[src/rtl/mem_bus_pkg.sv]
// Shared definitions for the picorv32 memory-bus fabric: FSM encoding,
// status register layout and the default output-register address.
package mem_bus_pkg;

  // Read-latency sequencer states.
  typedef enum logic {
    ST_IDLE = 1'b0,
    ST_WAIT = 1'b1
  } bus_state_t;

  // Status word layout returned by a read of the output register address.
  localparam int STAT_FREE_LSB = 0;
  localparam int STAT_FREE_W   = 5;
  localparam int STAT_EMPTY    = 8;
  localparam int STAT_ERR      = 31;

  localparam logic [31:0] DEFAULT_OUT_ADDR = 32'h0008_0000;

endpackage

[src/rtl/out_fifo.sv]
// Small synchronous FIFO feeding the byte output channel. The head word is
// held in a register so downstream logic sees a flop-driven data bus.
module out_fifo #(
  parameter  int WIDTH = 8,
  parameter  int DEPTH = 4,
  localparam int AW    = $clog2(DEPTH),
  localparam int CW    = AW + 1
) (
  input  logic             clk,
  input  logic             rst,
  input  logic             push,
  input  logic             pop,
  input  logic [WIDTH-1:0] wdata,
  output logic [WIDTH-1:0] rdata,
  output logic             full,
  output logic             empty,
  output logic [CW-1:0]    count
);

  logic [WIDTH-1:0] mem [DEPTH];
  logic [AW-1:0]    wr_ptr;
  logic [AW-1:0]    rd_ptr;
  logic [AW-1:0]    rd_ptr_n;
  logic             do_push;
  logic             do_pop;

  assign full     = (count == CW'(DEPTH));
  assign empty    = (count == '0);
  assign do_push  = push && !full;
  assign do_pop   = pop && !empty;
  assign rd_ptr_n = do_pop ? rd_ptr + AW'(1) : rd_ptr;

  // Storage array: written on push only.
  // NOTE: the data array has no reset; only pointers and count need one, and leaving it out keeps it a plain RAM.
  always_ff @(posedge clk) begin
    if (do_push) begin
      mem[wr_ptr] <= wdata;
    end
  end

  // Pointers, occupancy and the registered head word.
  // NOTE: registers use non-blocking (<=) so every flop samples the pre-edge values of the others.
  always_ff @(posedge clk or posedge rst) begin
    if (rst) begin
      wr_ptr <= '0;
      rd_ptr <= '0;
      count  <= '0;
      rdata  <= '0;
    end else begin
      if (do_push) begin
        wr_ptr <= wr_ptr + AW'(1);
      end
      rd_ptr <= rd_ptr_n;
      count  <= count + CW'(do_push) - CW'(do_pop);
      // The new head is the byte being written when it lands in the slot the
      // read pointer is about to point at, otherwise whatever storage holds.
      if (do_push || do_pop) begin
        rdata <= (do_push && (wr_ptr == rd_ptr_n)) ? wdata : mem[rd_ptr_n];
      end
    end
  end

endmodule

[src/rtl/mem_bus_fabric.sv]
// Native memory-bus fabric for picorv32: address decode to NUM_SLV slave
// regions with per-region read latency, a FIFO-buffered byte output port
// with status readback, and a sticky flag for unmapped accesses.
module mem_bus_fabric
  import mem_bus_pkg::*;
#(
  parameter int                    NUM_SLV    = 3,
  parameter logic [32*NUM_SLV-1:0] SLV_BASE   = {32'h0004_0000, 32'h0002_0000, 32'h0000_0000},
  parameter logic [32*NUM_SLV-1:0] SLV_MASK   = {32'hFFFC_0000, 32'hFFFE_0000, 32'hFFFE_0000},
  parameter logic [2*NUM_SLV-1:0]  SLV_RD_LAT = {2'd1, 2'd1, 2'd1},
  parameter logic [31:0]           OUT_ADDR   = DEFAULT_OUT_ADDR,
  parameter int                    OUT_DEPTH  = 4
) (
  input  logic                    clk,
  input  logic                    rst,
  input  logic                    mem_valid,
  output logic                    mem_ready,
  input  logic [31:0]             mem_addr,
  input  logic [31:0]             mem_wdata,
  input  logic [3:0]              mem_wstrb,
  output logic [31:0]             mem_rdata,
  output logic [NUM_SLV-1:0]      slv_ce,
  output logic [29:0]             slv_addr,
  output logic [31:0]             slv_wdata,
  output logic [3:0]              slv_wstrb,
  input  logic [32*NUM_SLV-1:0]   slv_rdata,
  output logic                    out_valid,
  output logic [7:0]              out_data,
  input  logic                    out_ready,
  output logic                    bus_err
);

  localparam int IDX_W = (NUM_SLV > 1) ? $clog2(NUM_SLV) : 1;
  localparam int CNT_W = $clog2(OUT_DEPTH) + 1;
  localparam logic [STAT_FREE_W-1:0] DEPTH_FREE = STAT_FREE_W'(OUT_DEPTH);

  bus_state_t              state_q, state_d;
  logic [1:0]              cnt_q, cnt_d;
  logic                    rd_done_q, rd_done_d;
  logic                    bus_err_q, err_set;
  logic                    active;
  logic                    is_write;
  logic                    out_hit;
  logic                    slv_hit;
  logic [IDX_W-1:0]        slv_idx;
  logic [1:0]              slv_lat;
  logic                    fifo_push, fifo_pop, fifo_full, fifo_empty;
  logic [CNT_W-1:0]        fifo_count;
  logic [STAT_FREE_W-1:0]  free_cnt;
  logic [31:0]             status;

  // Reset masks the request so nothing completes while rst is held.
  assign active   = mem_valid && !rst;
  assign is_write = |mem_wstrb;

  // Address decode: the output register beats every slave; among slaves the
  // lowest index wins, so scan from the top and let lower hits overwrite.
  // NOTE: every always_comb output gets a default first so no path leaves it unassigned (no latch).
  always_comb begin
    out_hit = (mem_addr == OUT_ADDR);
    slv_hit = 1'b0;
    slv_idx = '0;
    for (int i = NUM_SLV - 1; i >= 0; i--) begin
      if ((mem_addr & SLV_MASK[32*i +: 32]) == SLV_BASE[32*i +: 32]) begin
        slv_hit = 1'b1;
        slv_idx = IDX_W'(i);
      end
    end
  end

  assign slv_lat   = SLV_RD_LAT[2*slv_idx +: 2];
  assign slv_ce    = (active && slv_hit && !out_hit) ? (NUM_SLV'(1) << slv_idx) : '0;
  assign slv_addr  = mem_addr[31:2];
  assign slv_wdata = mem_wdata;
  assign slv_wstrb = (|slv_ce) ? mem_wstrb : 4'h0;

  // Status word: free entries, empty flag and the sticky error flag.
  always_comb begin
    free_cnt = DEPTH_FREE - STAT_FREE_W'(fifo_count);
    status   = '0;
    status[STAT_FREE_LSB +: STAT_FREE_W] = free_cnt;
    status[STAT_EMPTY]                   = fifo_empty;
    status[STAT_ERR]                     = bus_err_q;
  end

  // Next-state and bus responses: zero-wait completions come straight from
  // decode; slave reads are sequenced and finish from the rd_done register.
  always_comb begin
    state_d   = state_q;
    cnt_d     = cnt_q;
    rd_done_d = 1'b0;
    mem_ready = rd_done_q;
    mem_rdata = '0;
    fifo_push = 1'b0;
    err_set   = 1'b0;
    if (rd_done_q) begin
      mem_rdata = slv_rdata[32*slv_idx +: 32];
    end
    case (state_q)
      ST_IDLE: begin
        // rd_done blocks re-acceptance of the read that is completing now.
        if (active && !rd_done_q) begin
          if (out_hit) begin
            if (is_write) begin
              fifo_push = !fifo_full;
              mem_ready = !fifo_full;
            end else begin
              mem_ready = 1'b1;
              mem_rdata = status;
            end
          end else if (slv_hit) begin
            if (is_write) begin
              mem_ready = 1'b1;
            end else begin
              cnt_d = slv_lat - 2'd1;
              if (slv_lat <= 2'd1) begin
                rd_done_d = 1'b1;
              end else begin
                state_d = ST_WAIT;
              end
            end
          end else begin
            mem_ready = 1'b1;
            err_set   = 1'b1;
          end
        end
      end
      ST_WAIT: begin
        cnt_d = cnt_q - 2'd1;
        if (cnt_q <= 2'd1) begin
          rd_done_d = 1'b1;
          state_d   = ST_IDLE;
        end
      end
      default: state_d = ST_IDLE;
    endcase
  end

  // Sequencer state, latency counter, read-done strobe and sticky error.
  always_ff @(posedge clk or posedge rst) begin
    if (rst) begin
      state_q   <= ST_IDLE;
      cnt_q     <= '0;
      rd_done_q <= 1'b0;
      bus_err_q <= 1'b0;
    end else begin
      state_q   <= state_d;
      cnt_q     <= cnt_d;
      rd_done_q <= rd_done_d;
      bus_err_q <= bus_err_q | err_set;
    end
  end

  assign fifo_pop  = !fifo_empty && out_ready;
  assign out_valid = !fifo_empty;
  assign bus_err   = bus_err_q;

  out_fifo #(
    .WIDTH (8),
    .DEPTH (OUT_DEPTH)
  ) u_out_fifo (
    .clk   (clk),
    .rst   (rst),
    .push  (fifo_push),
    .pop   (fifo_pop),
    .wdata (mem_wdata[7:0]),
    .rdata (out_data),
    .full  (fifo_full),
    .empty (fifo_empty),
    .count (fifo_count)
  );

endmodule
[config.mk]
export PLATFORM = sky130hd
export DESIGN_NAME = mem_bus_fabric
export DESIGN_NICKNAME = d
export VERILOG_FILES = /design/src/rtl/mem_bus_pkg.sv /design/src/rtl/out_fifo.sv /design/src/rtl/mem_bus_fabric.sv
export SDC_FILE = /design/constraint.sdc
export NUM_CORES = 1
export LEC_CHECK = 0
export ABC_AREA = 1
export CAP_MARGIN = 20
export CORE_AREA = 2 2 110 112
export CTS_CLUSTER_SIZE = 14
export DETAILED_ROUTE_END_ITERATION = 16
export DIE_AREA = 0 0 112 114
export PLACE_DENSITY = 0.92
export SLEW_MARGIN = 25
export SYNTH_ARGS = -nofsm -noshare
export SYNTH_HDL_FRONTEND = slang
export SYNTH_SLANG_ARGS = --single-unit
[constraint.sdc]
create_clock -name clk -period 2.9 [get_ports clk]
set_clock_uncertainty 0.2 [all_clocks]
set_input_delay 0.29 -clock clk [delete_from_list [all_inputs] [get_ports clk]]
set_output_delay 0.29 -clock clk [all_outputs]
set_load 0.05 [all_outputs]
==> impl_metrics.yaml <==
timing:
  setup_ws_ps: 120
  final-hold-violation-count: 0
  max_freq_mhz: 360
  tns_ps: 0
  worst_slew_pin_slew_ps: 809
  period_share_pct: 95.8
  period_needed_ps: 2780
  relSlewSlack_pct: 46.0
  final-setup-viol-count: 0
  maxSlewViolCount: 0
clock_tree:
  postCtsSetupBuffers: 0
  cts_buffers: 5
  cts.sinks: 52
  clockBufferDepth: 2
  cts_tree: "yes"
  clk_pin_slew_ps: 60
  cts-root-buf: "clkbuf_16"
  ctsHoldBuffers: 0
  htree_num_levels: 2
  clock_latency_ps: 290
setup_path:
  worstSetupStartpointType: "input pin"
  worstReg2RegStart: "u_out_fifo.count[0]"
  reg2regPathDepth: 14
  cp_cell_sequence: "clkdlybuf4s50_1 > nor2_2 > nand2_1 > nor3_2 > nand2_2 > inv_1 > buf_4 > nor2_1 > nand2_1 > o211ai_1 > o21ai_0 > buf_4 > buf_12"
  worst_path_max_delay_cell: "clkdlybuf4s50_1"
  cp-startpoint: "mem_addr[20]"
  crit_path_end_kind: "primary output"
  slowest_delay_ps: 490
  path_delay_family: "buffers and inverters"
  cp_num_cells: 13
  cp.arrival_ps: 2290
  crit_buf_inv: 5
  cp.required_ps: 2410
  criticalPathCategory: "in2out"
  crit_fanout: 6
pwr:
  p_leak_nw: 3.14
  power_mw: 3.12
  vdd.ir_drop.worst_v: 0.000489
  powerDensity_nw_per_um2: 468
placed_design:
  io_buffer_count: 231
  pre_cts_ws_ps: -56.2
  place_congestion: 0.972
  hpwl_um: 12400
floorplan:
  die_w_um: 112
  dieArea_um2: 12800
  rows: 40
  core_um2: 11700
  num_io_pins: 280
  die_y_um: 114
  start_util_pct: 35.7
worst_hold_path:
  hp-class: "reg2reg"
  worstHoldStart: "cnt_q[0]"
  worstHoldPathCells: 1
final_layout:
  area_growth_pct: 59.8
  num-nets-final: 942
  ff_latch_area_um2: 1460
  num-fill-cells: 1085
  utilization_pct: 57.0
  final_cell_mix: "clkdlybuf4s50_1 (191), nand2_1 (96), inv_1 (82), nand3_1 (73), buf_4 (60)"
  multi_input_area_um2: 1870
  final_common_cell: "clkdlybuf4s50_1"
  drive_gt1_share_pct: 14.4
global_routing:
  grt_overflow: 0
  antenna_found_initial: 5
  grt_pass1_vias: 4446
  grt_pass1_wl_um: 23000
  track_usage_pct: 22.9
  grt_max_degree: 37
yosys:
  syn_avg_cell_area_um2: 7.33
  yosysUniqueCellTypes: 37
  synthCells: 570
  ys_async_sr_fraction_pct: 38.5
  synth_edf_count: 32
  synth_warnings: 0
  ys_seq_elements: 52
  synthFlopType: "edfxtp_1"
  synth_top_area_cell: "edfxtp_1"
  syn_nets: 750
  synth.area.top_cells: "edfxtp_1 (23%), dfrtp_1 (12%), buf_4 (11%)"
  yosys.area.top_type_share_pct: 23.0
  synth_seq_area_share_pct: 35.0
  synthesis.area_um2: 4180
drt:
  drtPass1Iterations: 4
  drt_iter0_drc: 275
  wirelength_um: 15500
  wl_per_cell_um: 16.9
  route.antenna.remaining_nets: 0
  avgViaCountPerCell: 4.94
  vias: 4522
  drc: 0
run:
  maxCapViolCount: 0
outcome:
  status: "finished clean"
## per-layer routing
layer  track usage (%)  wire (µm)
met3              4.62       1150
met2              43.6       8070
met1              24.9       5770
met4              9.11        523
met5                 0          0
## report_power, final
group	internal [mW]	switching, mW	total [mW]
sequential	0.883	0.0555	0.938
clock	0.406	0.245	0.650
combinational	0.580	0.954	1.53
total	1.87	1.25	3.12
## stage by stage
| step | area, µm² | hold WS, ps | cells |
|---|---|---|---|
| after floorplan | 4180 | 53.8 | 570 |
| after global placement | 6450 | 277 | 902 |
| after detailed placement | 6450 | 293 | 902 |
| after CTS | 6620 | 304 | 910 |
| after global routing | 6670 | 329 | 913 |
| final | 6670 | 299 | 915 |
## timing repair
item | CTS | global route
endpoints found under the setup margin | 1 | 15
gates resized for setup | 1 | 11
hold endpoints to repair | 0 | 0
## area by class of cell
cell class | count | share of cell area [%]
diodes | 5 | 0.187
clock buffers | 6 | 1.93
clock inverters | 2 | 0.525
inverters | 87 | 4.89
multi-input cells | 350 | 28.0
flip-flops and latches | 52 | 21.9
well taps | 147 | 2.76
repair buffers | 266 | 39.8
## sequential cells by signal, indices dropped and copies added (netlist names), 2 cells and up
| name | flops |
|---|---|
| u_out_fifo.mem | 32 |
| u_out_fifo.wr_ptr | 2 |
| u_out_fifo.rdata | 8 |
| cnt_q | 2 |
| u_out_fifo.rd_ptr | 2 |
| u_out_fifo.count | 3 |
## Yosys cell counts (2+ instances only)
cell / n
a21oi_1: 3
dfrtp_1: 20
xor2_1: 2
ha_1: 11
nor4_4: 2
inv_2: 4
nor3_1: 6
o211ai_1: 26
nand2_2: 7
buf_4: 63
nand3_1: 73
o22ai_1: 5
edfxtp_1: 32
o21ai_1: 2
clkbuf_1: 8
nor2_1: 58
nand4_1: 11
nand2_1: 98
o21ai_0: 32
buf_2: 8
or2_2: 2
inv_1: 82
## worst paths after layout
check | endpoint | slack, ps
setup / recovery | mem_rdata[2] | 120
hold / removal | cnt_q[0] | 300
setup reg to reg | u_out_fifo.rdata[3] | 240
hold reg to reg | cnt_q[0] | 300
max in group asynchronous | u_out_fifo.rdata[7] | 1680
min in group asynchronous | state_q | 310
## cells by family (layout without fill, tap and decap cells)
group	count (synthesis)	after routing	share of synthesized area, %
other	0	5	0
AOI/OAI and AO/OA	70	70	10.2
xor gates and xnor gates	2	2	0.420
buffers and inverters	168	361	21.2
and+or+nand+nor	266	266	29.4
DFF	52	52	35.0
adders and majority gates	12	12	3.78
Note: power is estimated with default switching activity, not from simulation.
